<file path="src/rtl/hazard_ctrl_pkg.sv">
// Shared definitions for the pipeline hazard controller: MDU FSM encodings,
// the pipeline NOP word and the bundled stall/flush control vector.
package hazard_ctrl_pkg;

    typedef enum logic [1:0] {
        MDU_ST_IDLE = 2'd0,
        MDU_ST_BUSY = 2'd1,
        MDU_ST_DONE = 2'd2
    } mdu_state_t;

    // sll $0,$0,0 -- what the flush paths load into a pipeline register
    localparam logic [31:0] NOP_INSTR = 32'h0000_0000;

    typedef struct packed {
        logic stall_pc;
        logic stall_if_id;
        logic stall_id_ex;
        logic stall_ex_mem;
        logic flush_if_id;
        logic flush_id_ex;
        logic flush_mem_wb;
    } hazard_ctl_t;

    localparam hazard_ctl_t CTL_NONE   = '0;
    localparam hazard_ctl_t CTL_MEM    = '{stall_pc: 1'b1, stall_if_id: 1'b1, stall_id_ex: 1'b1,
                                           stall_ex_mem: 1'b1, flush_if_id: 1'b0, flush_id_ex: 1'b0,
                                           flush_mem_wb: 1'b1};
    localparam hazard_ctl_t CTL_BRANCH = '{stall_pc: 1'b0, stall_if_id: 1'b0, stall_id_ex: 1'b0,
                                           stall_ex_mem: 1'b0, flush_if_id: 1'b1, flush_id_ex: 1'b1,
                                           flush_mem_wb: 1'b0};
    localparam hazard_ctl_t CTL_BUBBLE = '{stall_pc: 1'b1, stall_if_id: 1'b1, stall_id_ex: 1'b0,
                                           stall_ex_mem: 1'b0, flush_if_id: 1'b0, flush_id_ex: 1'b1,
                                           flush_mem_wb: 1'b0};

    // Initial counter value for an MDU op lasting `cycles` EX-stage cycles.
    function automatic int mdu_load_value(input int cycles);
        return cycles - 2;
    endfunction

endpackage

</file>
<file path="src/rtl/hazard_ctrl_mdu_sequencer.sv">
// MDU sequencer: IDLE/BUSY/DONE FSM with a down-counter; owns mdu_busy and
// the one-cycle mdu_done pulse. Ops are never cancelled once started.
module mdu_sequencer
    import hazard_ctrl_pkg::*;
#(
    parameter int MUL_CYCLES = 4,
    parameter int DIV_CYCLES = 32,
    parameter int CNT_W      = 6
) (
    input  logic clk,
    input  logic rst_n,
    input  logic start,
    input  logic is_div,
    output logic busy,
    output logic done
);

    localparam logic [CNT_W-1:0] MUL_LOAD = CNT_W'(mdu_load_value(MUL_CYCLES));
    localparam logic [CNT_W-1:0] DIV_LOAD = CNT_W'(mdu_load_value(DIV_CYCLES));

    mdu_state_t       state_reg, state_next;
    logic [CNT_W-1:0] cnt_reg, cnt_next;
    logic [CNT_W-1:0] load_val;
    logic             busy_reg, done_reg;

    assign load_val = is_div ? DIV_LOAD : MUL_LOAD;

    // The counter holds the number of BUSY cycles still to run, so the FSM
    // lands in DONE exactly (cycles - 1) cycles after the start cycle.
    always_comb begin
        state_next = state_reg;
        cnt_next   = cnt_reg;
        case (state_reg)
            MDU_ST_IDLE, MDU_ST_DONE: begin
                state_next = MDU_ST_IDLE;
                if (start) begin
                    cnt_next   = load_val;
                    state_next = (load_val == '0) ? MDU_ST_DONE : MDU_ST_BUSY;
                end
            end
            MDU_ST_BUSY: begin
                cnt_next = cnt_reg - 1'b1;
                if (cnt_reg <= CNT_W'(1)) begin
                    cnt_next   = '0;
                    state_next = MDU_ST_DONE;
                end
            end
            default: begin
                state_next = MDU_ST_IDLE;
                cnt_next   = '0;
            end
        endcase
    end

    always_ff @(posedge clk or negedge rst_n) begin
        if (!rst_n) begin
            state_reg <= MDU_ST_IDLE;
            cnt_reg   <= '0;
            busy_reg  <= 1'b0;
            done_reg  <= 1'b0;
        end else begin
            state_reg <= state_next;
            cnt_reg   <= cnt_next;
            busy_reg  <= (state_next != MDU_ST_IDLE);
            done_reg  <= (state_next == MDU_ST_DONE);
        end
    end

    assign busy = busy_reg;
    assign done = done_reg;

endmodule

</file>
<file path="src/rtl/hazard_ctrl.sv">
// Pipeline hazard/stall controller: priority logic for memory wait, taken
// branch, load-use and MDU hazards. Optional counters under HAZARD_PERF_CNT_EN.
module hazard_ctrl
    import hazard_ctrl_pkg::*;
#(
    parameter int MUL_CYCLES = 4,
    parameter int DIV_CYCLES = 32,
    parameter int CNT_W      = 6
) (
    input  logic        clk,
    input  logic        rst_n,
    input  logic [4:0]  rs_ID,
    input  logic [4:0]  rt_ID,
    input  logic        useRs_ID,
    input  logic        useRt_ID,
    input  logic        hiloUse_ID,
    input  logic        ctrlMemRead_ID_EX,
    input  logic [4:0]  rd_ID_EX,
    input  logic        mdu_start,
    input  logic        mdu_isDiv,
    input  logic        ctrlMemAccess_EX_MEM,
    input  logic        dmem_ready,
    input  logic        branchTaken_EX,
    output logic        stall_PC,
    output logic        stall_IF_ID,
    output logic        stall_ID_EX,
    output logic        stall_EX_MEM,
    output logic        flush_IF_ID,
    output logic        flush_ID_EX,
    output logic        flush_MEM_WB,
`ifdef HAZARD_PERF_CNT_EN
    output logic [31:0] perf_stallCycles,
    output logic [31:0] perf_flushCount,
`endif
    output logic        mdu_busy,
    output logic        mdu_done
);

    logic        mem_stall;
    logic        load_use;
    logic        mdu_stall;
    hazard_ctl_t ctl;

    mdu_sequencer #(
        .MUL_CYCLES (MUL_CYCLES),
        .DIV_CYCLES (DIV_CYCLES),
        .CNT_W      (CNT_W)
    ) u_mdu_seq (
        .clk    (clk),
        .rst_n  (rst_n),
        .start  (mdu_start),
        .is_div (mdu_isDiv),
        .busy   (mdu_busy),
        .done   (mdu_done)
    );

    assign mem_stall = ctrlMemAccess_EX_MEM & ~dmem_ready;
    assign load_use  = ctrlMemRead_ID_EX & (rd_ID_EX != 5'd0)
                     & ((useRs_ID & (rd_ID_EX == rs_ID)) | (useRt_ID & (rd_ID_EX == rt_ID)));
    // mdu_busy is high exactly when the FSM is out of IDLE (BUSY or DONE).
    assign mdu_stall = hiloUse_ID & (mdu_busy | mdu_start);

    // Memory wait freezes everything, deferring a taken branch held in EX.
    always_comb begin
        ctl = CTL_NONE;
        if (!rst_n)
            ctl = CTL_NONE;
        else if (mem_stall)
            ctl = CTL_MEM;
        else if (branchTaken_EX)
            ctl = CTL_BRANCH;
        else if (load_use || mdu_stall)
            ctl = CTL_BUBBLE;
    end

    assign stall_PC     = ctl.stall_pc;
    assign stall_IF_ID  = ctl.stall_if_id;
    assign stall_ID_EX  = ctl.stall_id_ex;
    assign stall_EX_MEM = ctl.stall_ex_mem;
    assign flush_IF_ID  = ctl.flush_if_id;
    assign flush_ID_EX  = ctl.flush_id_ex;
    assign flush_MEM_WB = ctl.flush_mem_wb;

`ifdef HAZARD_PERF_CNT_EN
    logic [31:0] perf_stall_reg;
    logic [31:0] perf_flush_reg;

    always_ff @(posedge clk or negedge rst_n) begin
        if (!rst_n) begin
            perf_stall_reg <= '0;
            perf_flush_reg <= '0;
        end else begin
            if (stall_PC)
                perf_stall_reg <= perf_stall_reg + 32'd1;
            if (flush_IF_ID)
                perf_flush_reg <= perf_flush_reg + 32'd1;
        end
    end

    assign perf_stallCycles = perf_stall_reg;
    assign perf_flushCount  = perf_flush_reg;
`endif

endmodule

</file>
<file path="config.mk">
export PLATFORM = sky130hd
export DESIGN_NAME = hazard_ctrl
export DESIGN_NICKNAME = d
export VERILOG_FILES = /design/src/rtl/hazard_ctrl_pkg.sv /design/src/rtl/hazard_ctrl_mdu_sequencer.sv /design/src/rtl/hazard_ctrl.sv
export SDC_FILE = /design/constraint.sdc
export NUM_CORES = 1
export LEC_CHECK = 0
export BUFFER_PORTS_ARGS = -buffer_cell sky130_fd_sc_hd__buf_2
export CAP_MARGIN = 20
export CELL_PAD_IN_SITES_DETAIL_PLACEMENT = 1
export CELL_PAD_IN_SITES_GLOBAL_PLACEMENT = 2
export CORE_MARGIN = 5
export CORE_UTILIZATION = 22
export CTS_CLUSTER_SIZE = 25
export DETAILED_ROUTE_END_ITERATION = 16
export PLACE_DENSITY_LB_ADDON = 0.1
export SLEW_MARGIN = 20
export SYNTH_ARGS = -nofsm -noshare
export SYNTH_HDL_FRONTEND = slang
export SYNTH_HIERARCHICAL = 1
export SYNTH_SLANG_ARGS = --single-unit
</file>
<file path="constraint.sdc">
create_clock -name clk -period 1.63 [get_ports clk]
set_clock_uncertainty 0.05 [all_clocks]
set_input_delay 0.326 -clock clk [delete_from_list [all_inputs] [get_ports clk]]
set_output_delay 0.326 -clock clk [all_outputs]
set_load 0.01 [all_outputs]
</file>
Word level (Yosys, flattened, before mapping)
Index checks and enable logic that the tools add are counted.
{"block": "word_totals", "reg_bits": 10, "output_inout_bits": 9, "elab_cells": 39}
{"block": "op_classes", "addsub": 1, "n_lt_le_gt_ge": 1, "eq_ne": 6, "n_mux": 12, "n_bitwise": 9, "reduce_logical": 6}
{"cell": "2-to-1 mux 7 bit", "count": 4}
{"cell": "2-to-1 mux 6 bit", "count": 2}
{"cell": "case mux 6 bit (2 select lines)", "count": 1}
{"cell": "== test 5 bit", "count": 2}
{"cell": "AND 1 bit", "count": 6}
{"cell": "less-or-equal comparator 6 x 1 -> 1 bit, second input constant", "count": 1}
{"cell": "zero test 6 bit", "count": 1}
{"cell": "2-to-1 mux 2 bit", "count": 3}
{"cell": "subtractor 6 x 1 -> 6 bit, second input constant", "count": 1}
{"cell": "2-to-1 mux 5 bit", "count": 1}
{"cell": "nonzero test 5 bit", "count": 1}
{"cell": "== test 2 bit, second input constant", "count": 2}
{"cell": "case mux 2 bit (2 select lines)", "count": 1}
{"cell": "== test 2 x 1 -> 1 bit, second input constant", "count": 1}
{"cell": "zero test 2 bit", "count": 1}
{"cell": "!= test 2 bit, second input constant", "count": 1}
{"cell": "OR 1 bit", "count": 2}
{"cell": "nonzero test 2 bit", "count": 1}
{"cell": "OR reduction 2 bit", "count": 1}
{"cell": "logical OR 1 bit", "count": 1}
{"cell": "inverter 1 bit", "count": 1}

Logic depth before layout (Yosys ltp)
Gate-level depths: netlist (run 1).
{"block": "depth", "ltp_word": 9, "depth_mapped": 6}

By module
The synthesis (run 1) kept the hierarchy.
{"mod": "mdu_sequencer", "n_inst": 1, "cells_each": 51, "area_each_um2": 513.0, "seq_area_each_um2": 250.2}
{"mod": "hazard_ctrl", "n_inst": 1, "cells_each": 30, "area_each_um2": 224.0, "seq_area_each_um2": 0.0}

Worst setup path after synthesis (run 1)
OpenSTA, ideal clock, no wires.
{"block": "synth_timing", "path_type": "input-to-output", "startpoint": "input rd_ID_EX[1]", "endpoint": "output stall_PC", "arrival_ns": 1.309, "t_required_ns": 1.254, "setup_slack_ns": -0.055, "path_stages": 4, "path_buffers": 1, "path_cell_list": "or4_4 o211ai_1 o21ai_1 buf_4"}
{"block": "synth_between", "elab_chain_len": 9, "word_cells_on_any_way": 13}
{"element": "from (decl)", "line": "hazard_ctrl.sv:18", "source": "input logic [4:0] rd_ID_EX,"}
{"element": "== test 5 bit", "line": "hazard_ctrl.sv:59", "source": "& ((useRs_ID & (rd_ID_EX == rs_ID)) | (useRt_ID & (rd_ID_EX == rt_ID)));"}
{"element": "AND 1 bit", "line": "hazard_ctrl.sv:59"}
{"element": "OR 1 bit", "line": "hazard_ctrl.sv:59"}
{"element": "AND 1 bit *", "line": "hazard_ctrl.sv:59"}
{"element": "logical OR 1 bit *", "line": "hazard_ctrl.sv:72", "source": "else if (load_use || mdu_stall)"}
{"element": "2-to-1 mux 7 bit *", "line": "hazard_ctrl.sv:72"}
{"element": "2-to-1 mux 7 bit *", "line": "hazard_ctrl.sv:70", "source": "else if (branchTaken_EX)"}
{"element": "2-to-1 mux 7 bit *", "line": "hazard_ctrl.sv:68", "source": "else if (mem_stall)"}
{"element": "2-to-1 mux 7 bit *", "line": "hazard_ctrl.sv:66", "source": "if (!rst_n)"}
{"element": "to (decl)", "line": "hazard_ctrl.sv:24", "source": "output logic stall_PC,"}
Every way passes the cells marked *; elsewhere a longest branch is shown, timed or not.

Worst setup path after layout (run 1)
Same ends and word-level chain as after synthesis.

==> results.sh, run 1 <==
export IMPL_crit_chain="buf_6 > or4_4 > o211ai_1 > o21ai_2 > buf_2"
export IMPL_synth_nets=109
export IMPL_globalplace_congestion=0.773
export IMPL_netlist_area_um2=737
export IMPL_post_route_cell_area_um2=1160
export IMPL_syn_avg_cell_area_um2=9.10
export IMPL_post_place_ws_ps=-170
export IMPL_clk_latency_ps=260
export IMPL_overflow=0
export IMPL_use_met1_pct=12.6
export IMPL_synthCells=81
export IMPL_drcViolationCount=0
export IMPL_clkTransAtPathRegs_ps=70
export IMPL_largest_reg_flops=6
export IMPL_setup_slack_ps=-137
export IMPL_ios=35
export IMPL_tightestPinTransition_ps=359
export IMPL_wire_per_inst_um=13.3
export IMPL_rows=21
export IMPL_ir_worst_vdd_uv=559
export IMPL_grt_pass1_wl_um=3560
export IMPL_use_met2_pct=18.6
export IMPL_die_width_um=67.9
export IMPL_drt_first_iter_violations=23
export IMPL_crit_arrival_ps=1390
export IMPL_ant_nets=0
export IMPL_antenna_diode_count=0
export IMPL_synth_edf_count=0
export IMPL_drive_above_1_share_pct=48.5
export IMPL_holdPathStages=3
export IMPL_place_area_um2=1040
export IMPL_synth_seq_area_share_pct=34.0
export IMPL_vias_per_cell=4.29
export IMPL_grt_pass1_vias=781
export IMPL_port_buffers=34
export IMPL_ys_ff_latch=10
export IMPL_p_total_mw=1.56
export IMPL_cp_slowest_stage_delay_ps=540
export IMPL_synthToLayoutAreaGrowth_pct=57.4
export IMPL_violations="negative setup slack"
export IMPL_grt_max_degree=9
export IMPL_slowest_stage="or4_4"
export IMPL_finalSetupViolations=3
export IMPL_clockBufferDepth=2
export IMPL_htree_levels=1
export IMPL_ys_types=33
export IMPL_grt_antenna_before_repair=0
export IMPL_slew_headroom_pct=75.9
export IMPL_top_usage_layer="met2"
export IMPL_crit_type="in -> out"
export IMPL_core_area_um2=3280
export IMPL_path_max_fanout=3
export IMPL_cts_tree="done"
export IMPL_cp_start_kind="input pin"
export IMPL_clock_sinks=10
export IMPL_stdcell_count=178
export IMPL_run_status="finished, violations left"
export IMPL_critPathCaptureType="output pin"
export IMPL_tns_ps=-390
export IMPL_critPathRequiredTime_ps=1250
export IMPL_grtUsageTotal_pct=10.3
export IMPL_first_pass_iters=4
export IMPL_finalCriticalPeriod_ps=1770
export IMPL_num_nets_final=161
export IMPL_hold_start="mdu_isDiv"
export IMPL_cap_violations=0
export IMPL_cts_root_buffer="clkbuf_4"
export IMPL_dp_cells=171
export IMPL_maxSlewViolCount=0
export IMPL_start_util_pct=22.4
export IMPL_powerDensity_nw_per_um2=1340
export IMPL_dieArea_um2=4610
export IMPL_max_freq_mhz=566
export IMPL_r2r_cells=5
export IMPL_numCtsBuffers=3
export IMPL_vias=764
export IMPL_use_met3_pct=1.64
export IMPL_p_leak_nw=0.567
export IMPL_async_flop_share_pct=100
export IMPL_die_h_um=67.9
export IMPL_cp_startpoint="rd_ID_EX[1]"
export IMPL_r2r_start="u_mdu_seq/cnt_reg[0]"
export IMPL_hold_violations=0
export IMPL_synthFlopType="dfrtp_1"
export IMPL_dp_hpwl_um=1940
export IMPL_yosysWarnings=6
export IMPL_routed_wl_um=2360
export IMPL_rsz0062_at_grt="yes"
export IMPL_fin_crit_sh_pct=108
export IMPL_hp_class="in -> reg"
## final cells by class
cell class | count | area, µm²
sequential | 10 | 250
tap | 46 | 57.6
timing repair buffer | 50 | 317
clock buffer | 4 | 36.3
fill | 403 | 2120
inverter | 3 | 11.3
multi-input combinational | 65 | 488
## cell usage in the layout, fill, tap and decap left out, drive strengths merged
cell type and count:
or4 1, and3 2, a21o 1, nor4 4
and2 1, dlygate4sd3 2, a21oi 2, nand3 1
or2 1, ha 2, o2111ai 1, buf 48
a22oi 1, clkbuf 4, o21a 1, nand3b 1
nor2 9, nand2 8, o211ai 1, a32oi 1
xor2 8, nand2b 3, xnor2 4, nor3 2
mux2i 2, dfrtp 10, a31oi 1, a211o 1
o21ai 3, and2b 1, o22ai 2, inv 3
## where the power goes
group / total (mW) / switching (mW) / internal, mW / leakage (nW)
combinational: 0.841 / 0.402 / 0.438 / 0.422
clock: 0.226 / 0.0902 / 0.135 / 0.0210
sequential: 0.493 / 0.131 / 0.362 / 0.124
total: 1.56 / 0.624 / 0.936 / 0.567
## per-stage QoR
stage / util [%] / hold WS (ps)
4_1_cts: 34.1 / 359
3_5_place_dp: 31.8 / 258
2_1_floorplan: - / -19.6
6_report: 35.3 / 365
5_1_grt: 35.3 / 377
3_3_place_gp: 31.8 / 256
## critical path: cells and delay by family
kind / cells / cell delay, ps
buffers and inverters: 2 / 240
AO/OA/AOI/OAI: 2 / 280
AND/OR/NAND/NOR: 1 / 540
## per-layer routing
layer / share of wire [%] / up-vias / routed length, µm
li1: - / 385 / -
met1: 41 / 356 / 963
met2: 52 / 21 / 1230
met3: 6.4 / 2 / 151
met4: 0.64 / 0 / 15
met5: 0 / - / 0
## Yosys cell counts (all sizes together), types with 2 or more instances
| cell | n | area (µm²) |
|---|---|---|
| xnor2 | 4 | 35.0 |
| buf | 3 | 22.5 |
| nor4 | 4 | 31.3 |
| o22ai | 2 | 12.5 |
| inv | 3 | 11.3 |
| nand2 | 8 | 30.0 |
| nand2b | 3 | 21.3 |
| mux2i | 2 | 20.0 |
| xor2 | 8 | 70.1 |
| ha | 2 | 25.0 |
| and3 | 2 | 12.5 |
| dfrtp | 10 | 250 |
| nor3 | 2 | 15.0 |
| nor2 | 9 | 33.8 |
| o21ai | 3 | 15.0 |
| a21oi | 2 | 10.0 |
## worst paths after layout
| kind | to | slack [ps] |
|---|---|---|
| max | stall_PC | -140 |
| min | u_mdu_seq/cnt_reg[2] | 370 |
| max reg2reg | u_mdu_seq/cnt_reg[5] | 100 |
| min reg2reg | u_mdu_seq/cnt_reg[1] | 530 |
| max in group asynchronous | u_mdu_seq/cnt_reg[5] | 760 |
| min in group asynchronous | u_mdu_seq/cnt_reg[1] | 560 |
## what timing repair did
action | in CTS | in global routing
setup endpoints to repair | 4 | 5
endpoints found under the hold margin | 10 | 0
gates resized for setup | 3 | 6
pin swaps | 2 | 8
setup buffers | 0 | 1
hold buffers | 2 | 0
## kinds of logic (layout without fill, tap and decap cells)
logic type	after synthesis	in the layout	synth area share, %
AOI/OAI and AO/OA	15	15	15.5
xor gates and xnor gates	12	12	14.3
adders and majority gates	2	2	3.40
buffers and inverters	6	57	4.58
DFF	10	10	34.0
muxes	2	2	2.72
and+or+nand+nor	34	34	25.6
No activity file was read; power rests on OpenSTA's default activity.
==> run 2: changes to the inputs <==
--- a/config.mk
+++ b/config.mk
@@ -14,6 +14,7 @@
 export CTS_CLUSTER_SIZE = 25
 export DETAILED_ROUTE_END_ITERATION = 16
 export PLACE_DENSITY_LB_ADDON = 0.1
+export SKIP_LAST_GASP = 1
 export SLEW_MARGIN = 20
 export SYNTH_ARGS = -nofsm -noshare
 export SYNTH_HDL_FRONTEND = slang
==> run 2 against run 1 <==
Compared with the run above: the flow still finishes with violations (negative setup slack); design area shrank 0.54%; routed wire length down 0.34%; cell count did not move; core utilization down 0.19 points; die area unchanged; non-clock buffer count stayed put; sequential power about the same; first-iteration DRC count down 13%; total power fell by 0.10%; largest cell class unchanged; largest power group unchanged.
==> results.sh, run 2 (synthesis results as in run 1) <==
export IMPL_core_area_um2=3280
export IMPL_drt_first_iter_violations=20
export IMPL_r2r_cells=5
export IMPL_ir_worst_vdd_uv=559
export IMPL_clkTransAtPathRegs_ps=70
export IMPL_hp_class="in -> reg"
export IMPL_clk_latency_ps=260
export IMPL_worstHoldEndpoint="u_mdu_seq/cnt_reg[2]"
export IMPL_grt_antenna_before_repair=0
export IMPL_whs_ps=365
export IMPL_max_freq_mhz=566
export IMPL_intPower_mw=0.935
export IMPL_wire_per_inst_um=13.2
export IMPL_path_max_fanout=3
export IMPL_hold_violations=0
export IMPL_grt_max_degree=9
export IMPL_synthToLayoutAreaGrowth_pct=56.5
export IMPL_die_h_um=67.9
export IMPL_crit_type="in -> out"
export IMPL_violations="negative setup slack"
export IMPL_slowest_stage="or4_4"
export IMPL_antenna_diode_count=0
export IMPL_dp_hpwl_um=1940
export IMPL_cp_slowest_stage_delay_ps=540
export IMPL_drcViolationCount=0
export IMPL_cts_root_buffer="clkbuf_4"
export IMPL_multi_input_area_um2=488
export IMPL_grtUsageTotal_pct=10.3
export IMPL_port_buffers=34
export IMPL_p_clk_share_pct=14.5
export IMPL_power_share_switching_pct=40.0
export IMPL_pwr_share_seq_pct=31.7
export IMPL_largest_reg_flops=6
export IMPL_clock_sinks=10
export IMPL_overflow=0
export IMPL_cp_num_buf_inv=2
export IMPL_dieArea_um2=4610
export IMPL_grt_pass1_vias=781
export IMPL_p_leak_nw=0.565
export IMPL_numCtsBuffers=3
export IMPL_final_util_pct=35.1
export IMPL_critPathTopFamily="simple AND/OR/NAND/NOR gates"
export IMPL_first_pass_iters=4
export IMPL_rrSetupSlack_ps=100
export IMPL_powerDensity_nw_per_um2=1350
export IMPL_routed_wl_um=2350
export IMPL_r2r_start="u_mdu_seq/cnt_reg[0]"
export IMPL_cp_start_kind="input pin"
export IMPL_start_util_pct=22.4
export IMPL_crit_chain="buf_6 > or4_4 > o211ai_1 > o21ai_2 > buf_2"
export IMPL_slew_headroom_pct=75.9
export IMPL_ant_nets=0
export IMPL_fin_crit_sh_pct=108
export IMPL_final_common_cell="buf_2"
export IMPL_p_total_mw=1.56
export IMPL_critPathCaptureType="output pin"
export IMPL_htree_levels=1
export IMPL_drive_above_1_share_pct=48.5
export IMPL_finalSetupViolations=3
export IMPL_switchingPower_mw=0.624
export IMPL_tightestPinTransition_ps=359
export IMPL_finalCriticalPeriod_ps=1770
export IMPL_combPwrFrac_pct=53.9
export IMPL_crit_arrival_ps=1390
export IMPL_vias=764
export IMPL_hold_start="mdu_isDiv"
export IMPL_regArea_um2=250
export IMPL_globalplace_congestion=0.773
export IMPL_run_status="finished, violations left"
export IMPL_die_width_um=67.9
export IMPL_ios=35
export IMPL_worstReg2RegEnd="u_mdu_seq/cnt_reg[5]"
export IMPL_maxSlewViolCount=0
export IMPL_n_fill_cell=404
export IMPL_vias_per_cell=4.29
export IMPL_layout_cells_most_common_list="buf_2 (31), buf_4 (15), dfrtp_1 (10), nor2_1 (9), nand2_1 (8)"
export IMPL_clockBufferDepth=2
export IMPL_holdPathStages=3
export IMPL_grt_pass1_wl_um=3560
export IMPL_setup_slack_ps=-137
export IMPL_cts_tree="done"
export IMPL_rows=21
export IMPL_num_nets_final=161
export IMPL_critPathRequiredTime_ps=1250
export IMPL_cap_violations=0
export IMPL_rsz0062_at_grt="yes"
==> run 2: area by class of cell <==
class / instances / area share [%]
multi-input cells: 65 / 42.3
inverters: 3 / 0.976
clock buffers: 4 / 3.15
flip-flops and latches: 10 / 21.7
well taps: 46 / 4.99
repair buffers: 50 / 26.9
==> run 2: worst max-delay path by stage <==
stage	cells after the start	endpoint	startpoint	slack, ps
after floorplan	4	stall_PC	rd_ID_EX[1]	-40
after global placement	6	stall_IF_ID	rd_ID_EX[3]	-150
after detailed placement	5	stall_PC	rd_ID_EX[1]	-170
after CTS	5	stall_PC	rd_ID_EX[1]	-150
after global routing	5	stall_IF_ID	rd_ID_EX[1]	-160
final	5	stall_PC	rd_ID_EX[1]	-140
==> run 2: worst reg2reg max path, cell delays in order, from the launching register on <==
cell	delay, ps
dfrtp_1	420
buf_4	150
nor3_2	200
nand2_1	140
and3_1	200
a211o_1	250
==> run 2: power by group through the flow <==
stage	Sequential [mW]	Clock, mW	Combinational (mW)
after floorplan	0.481	0	0.471
after global placement	0.494	0	0.781
after detailed placement	0.497	0	0.791
after CTS	0.496	0.244	0.808
after global routing	0.513	0.252	0.924
final	0.493	0.226	0.839
==> run 2: per-layer routing <==
| metal | part of all wire, % | routed length (µm) | global-route usage [%] | vias up |
|---|---|---|---|---|
| met1 | 41 | 957 | 12.6 | 356 |
| met3 | 6.4 | 151 | 1.64 | 2 |
| li1 | - | - | - | 385 |
| met5 | 0 | 0 | 0 | - |
| met2 | 52 | 1230 | 18.6 | 21 |
| met4 | 0.64 | 15 | 2.98 | 0 |
==> run 2: stage by stage <==
stage	setup TNS, ps	cell area (µm²)	instances	setup WS, ps
3_5_place_dp	-481	1040	171	-170
4_1_cts	-409	1120	177	-147
3_3_place_gp	-435	1040	171	-149
2_1_floorplan	-39.3	741	81	-39.3
6_report	-390	1150	178	-137
5_1_grt	-482	1150	178	-165
==> run 2: repair_timing <==
| action | CTS | global route |
|---|---|---|
| setup endpoints to repair | 4 | 5 |
| hold buffers | 2 | 0 |
| pin swaps | 2 | 8 |
| buffers inserted | 0 | 1 |
| endpoints found under the hold margin | 10 | 0 |
| gates resized for setup | 3 | 5 |
==> run 3: changes to the inputs <==
==> constraint.sdc (replaced) <==
create_clock -name clk -period 1.63 [get_ports clk]
set_clock_uncertainty 0.05 [all_clocks]
set_input_delay 0.163 -clock clk [delete_from_list [all_inputs] [get_ports clk]]
set_output_delay 0.163 -clock clk [all_outputs]
set_load 0.01 [all_outputs]
==> run 3 against run 2 <==
Compared with the run above: the run now ends clean; design area decreased by 8.5%; critical path depth unchanged; fmax up 15%; routed wire length down 3.6%; largest cell class unchanged; die area unchanged; register-to-register slack barely moved; sequential power is 3% higher; clock-buffer cell count unchanged.
==> results.sh, run 3 (synthesis results as in run 1) <==
export IMPL_tns_ps=0
export IMPL_finalCriticalPeriod_ps=1530
export IMPL_path_max_fanout=3
export IMPL_vias=747
export IMPL_worstReg2RegEnd="u_mdu_seq/cnt_reg[5]"
export IMPL_met3_length_um=192
export IMPL_cts_tree="done"
export IMPL_globalplace_congestion=0.765
export IMPL_grt_pass1_wl_um=3350
export IMPL_final_common_cell="buf_2"
export IMPL_ir_worst_vdd_uv=532
export IMPL_wl_met2_um=1130
export IMPL_dieArea_um2=4610
export IMPL_rrSetupSlack_ps=100
export IMPL_ant_nets=0
export IMPL_powerDensity_nw_per_um2=1460
export IMPL_clockBufferDepth=2
export IMPL_clock_sinks=10
export IMPL_post_place_ws_ps=1.44
export IMPL_drcViolationCount=0
export IMPL_top_layer="met4"
export IMPL_finalSetupViolations=0
export IMPL_overflow=0
export IMPL_hold_start="mdu_start"
export IMPL_worstHoldEndpoint="u_mdu_seq/busy"
export IMPL_layout_cells_most_common_list="buf_2 (34), dfrtp_1 (10), nor2_1 (9), xor2_1 (8), nand2_1 (8)"
export IMPL_run_status="complete, no violations"
export IMPL_crit_arrival_ps=1640
export IMPL_dp_hpwl_um=1870
export IMPL_grt_pass1_vias=757
export IMPL_grtUsageTotal_pct=9.84
export IMPL_cp_start_kind="register"
export IMPL_vias_per_cell=4.39
export IMPL_clk_latency_ps=270
export IMPL_largest_reg_flops=6
export IMPL_num_nets_final=153
export IMPL_p_leak_nw=0.519
export IMPL_cap_violations=0
export IMPL_crit_type="reg -> reg"
export IMPL_cts_root_buffer="clkbuf_4"
export IMPL_rsz0062_at_grt="no"
export IMPL_drt_first_iter_violations=18
export IMPL_wl_met1_um=919
export IMPL_die_h_um=67.9
export IMPL_core_area_um2=3280
export IMPL_r2r_start="u_mdu_seq/cnt_reg[0]"
export IMPL_first_pass_iters=2
export IMPL_tightestPinTransition_ps=330
export IMPL_holdPathStages=3
export IMPL_drive_above_1_share_pct=43.5
export IMPL_die_width_um=67.9
export IMPL_hold_violations=0
export IMPL_wire_per_inst_um=13.3
export IMPL_start_util_pct=22.4
export IMPL_hp_class="in -> reg"
export IMPL_rows=21
export IMPL_antenna_diode_count=0
export IMPL_maxSlewViolCount=0
export IMPL_fin_crit_sh_pct=94.0
export IMPL_grt_max_degree=11
export IMPL_routed_wl_um=2270
export IMPL_setup_slack_ps=98.0
export IMPL_grt_antenna_before_repair=0
export IMPL_numCtsBuffers=3
export IMPL_r2r_cells=5
export IMPL_htree_levels=1
export IMPL_port_buffers=34
export IMPL_critPathRequiredTime_ps=1740
export IMPL_synthToLayoutAreaGrowth_pct=43.3
export IMPL_slew_headroom_pct=77.8
export IMPL_max_freq_mhz=653
export IMPL_clkTransAtPathRegs_ps=70
export IMPL_critPathCaptureType="register"
export IMPL_ios=35
## run 3: cell types whose count changed in the layout (fill, tap and decap cells not counted), sizes merged
cell,change
buf,-7
dlygate4sd3,-1
## run 3: worst max path at each step
stage	from	endpoint	slack, ps	cells past startpoint
2_1_floorplan	u_mdu_seq/cnt_reg[0]	u_mdu_seq/cnt_reg[5]	30	6
3_3_place_gp	u_mdu_seq/cnt_reg[1]	u_mdu_seq/cnt_reg[5]	90	6
3_5_place_dp	u_mdu_seq/cnt_reg[1]	u_mdu_seq/cnt_reg[5]	1	6
4_1_cts	u_mdu_seq/cnt_reg[1]	u_mdu_seq/cnt_reg[5]	10	6
5_1_grt	rd_ID_EX[3]	stall_PC	10	6
6_report	u_mdu_seq/cnt_reg[0]	u_mdu_seq/cnt_reg[5]	100	5
## run 3: power breakdown
group          total, mW  switching, mW  internal [mW]
clock network      0.229         0.0931          0.136
logic              0.806          0.392          0.414
registers          0.510          0.148          0.362
## run 3: repair_timing
item | CTS | global route
hold buffers | 1 | 0
endpoints found under the hold margin | 10 | 0
pin swaps | 0 | 4
endpoints found under the setup margin | 1 | 1
setup buffers | 0 | 2
gates resized for setup | 1 | 2
## run 3: routing by layer
metal | global-route usage (%) | up-vias
met5 | 0 | -
met1 | 11.2 | 352
met4 | 4.47 | 0
met3 | 1.97 | 2
li1 | - | 368
met2 | 17.6 | 25
## run 3: cell type report
type	count	area (µm²)
fillers	409	2230
multi-input cells	65	468
flip-flops and latches	10	250
repair buffers	42	233
well taps	46	57.6
clock buffers	4	36.3
inverters	3	11.3
## run 3: metrics by stage
step	instances	cell area (µm²)	total power, mW	hold WS (ps)	utilization (%)
2_1_floorplan	81	737	0.951	-183	-
3_3_place_gp	163	980	1.24	130	29.8
3_5_place_dp	163	980	1.25	150	29.8
4_1_cts	168	1030	1.50	176	31.4
5_1_grt	170	1060	1.67	209	32.2
6_report	170	1060	1.55	189	32.2
## run 3: worst max-delay path, stage by stage (launching register included)
cell and delay, ps:
dfrtp_1 400, buf_4 150, nor3_2 220, nand2_1 150, and3_1 200, a211o_1 250
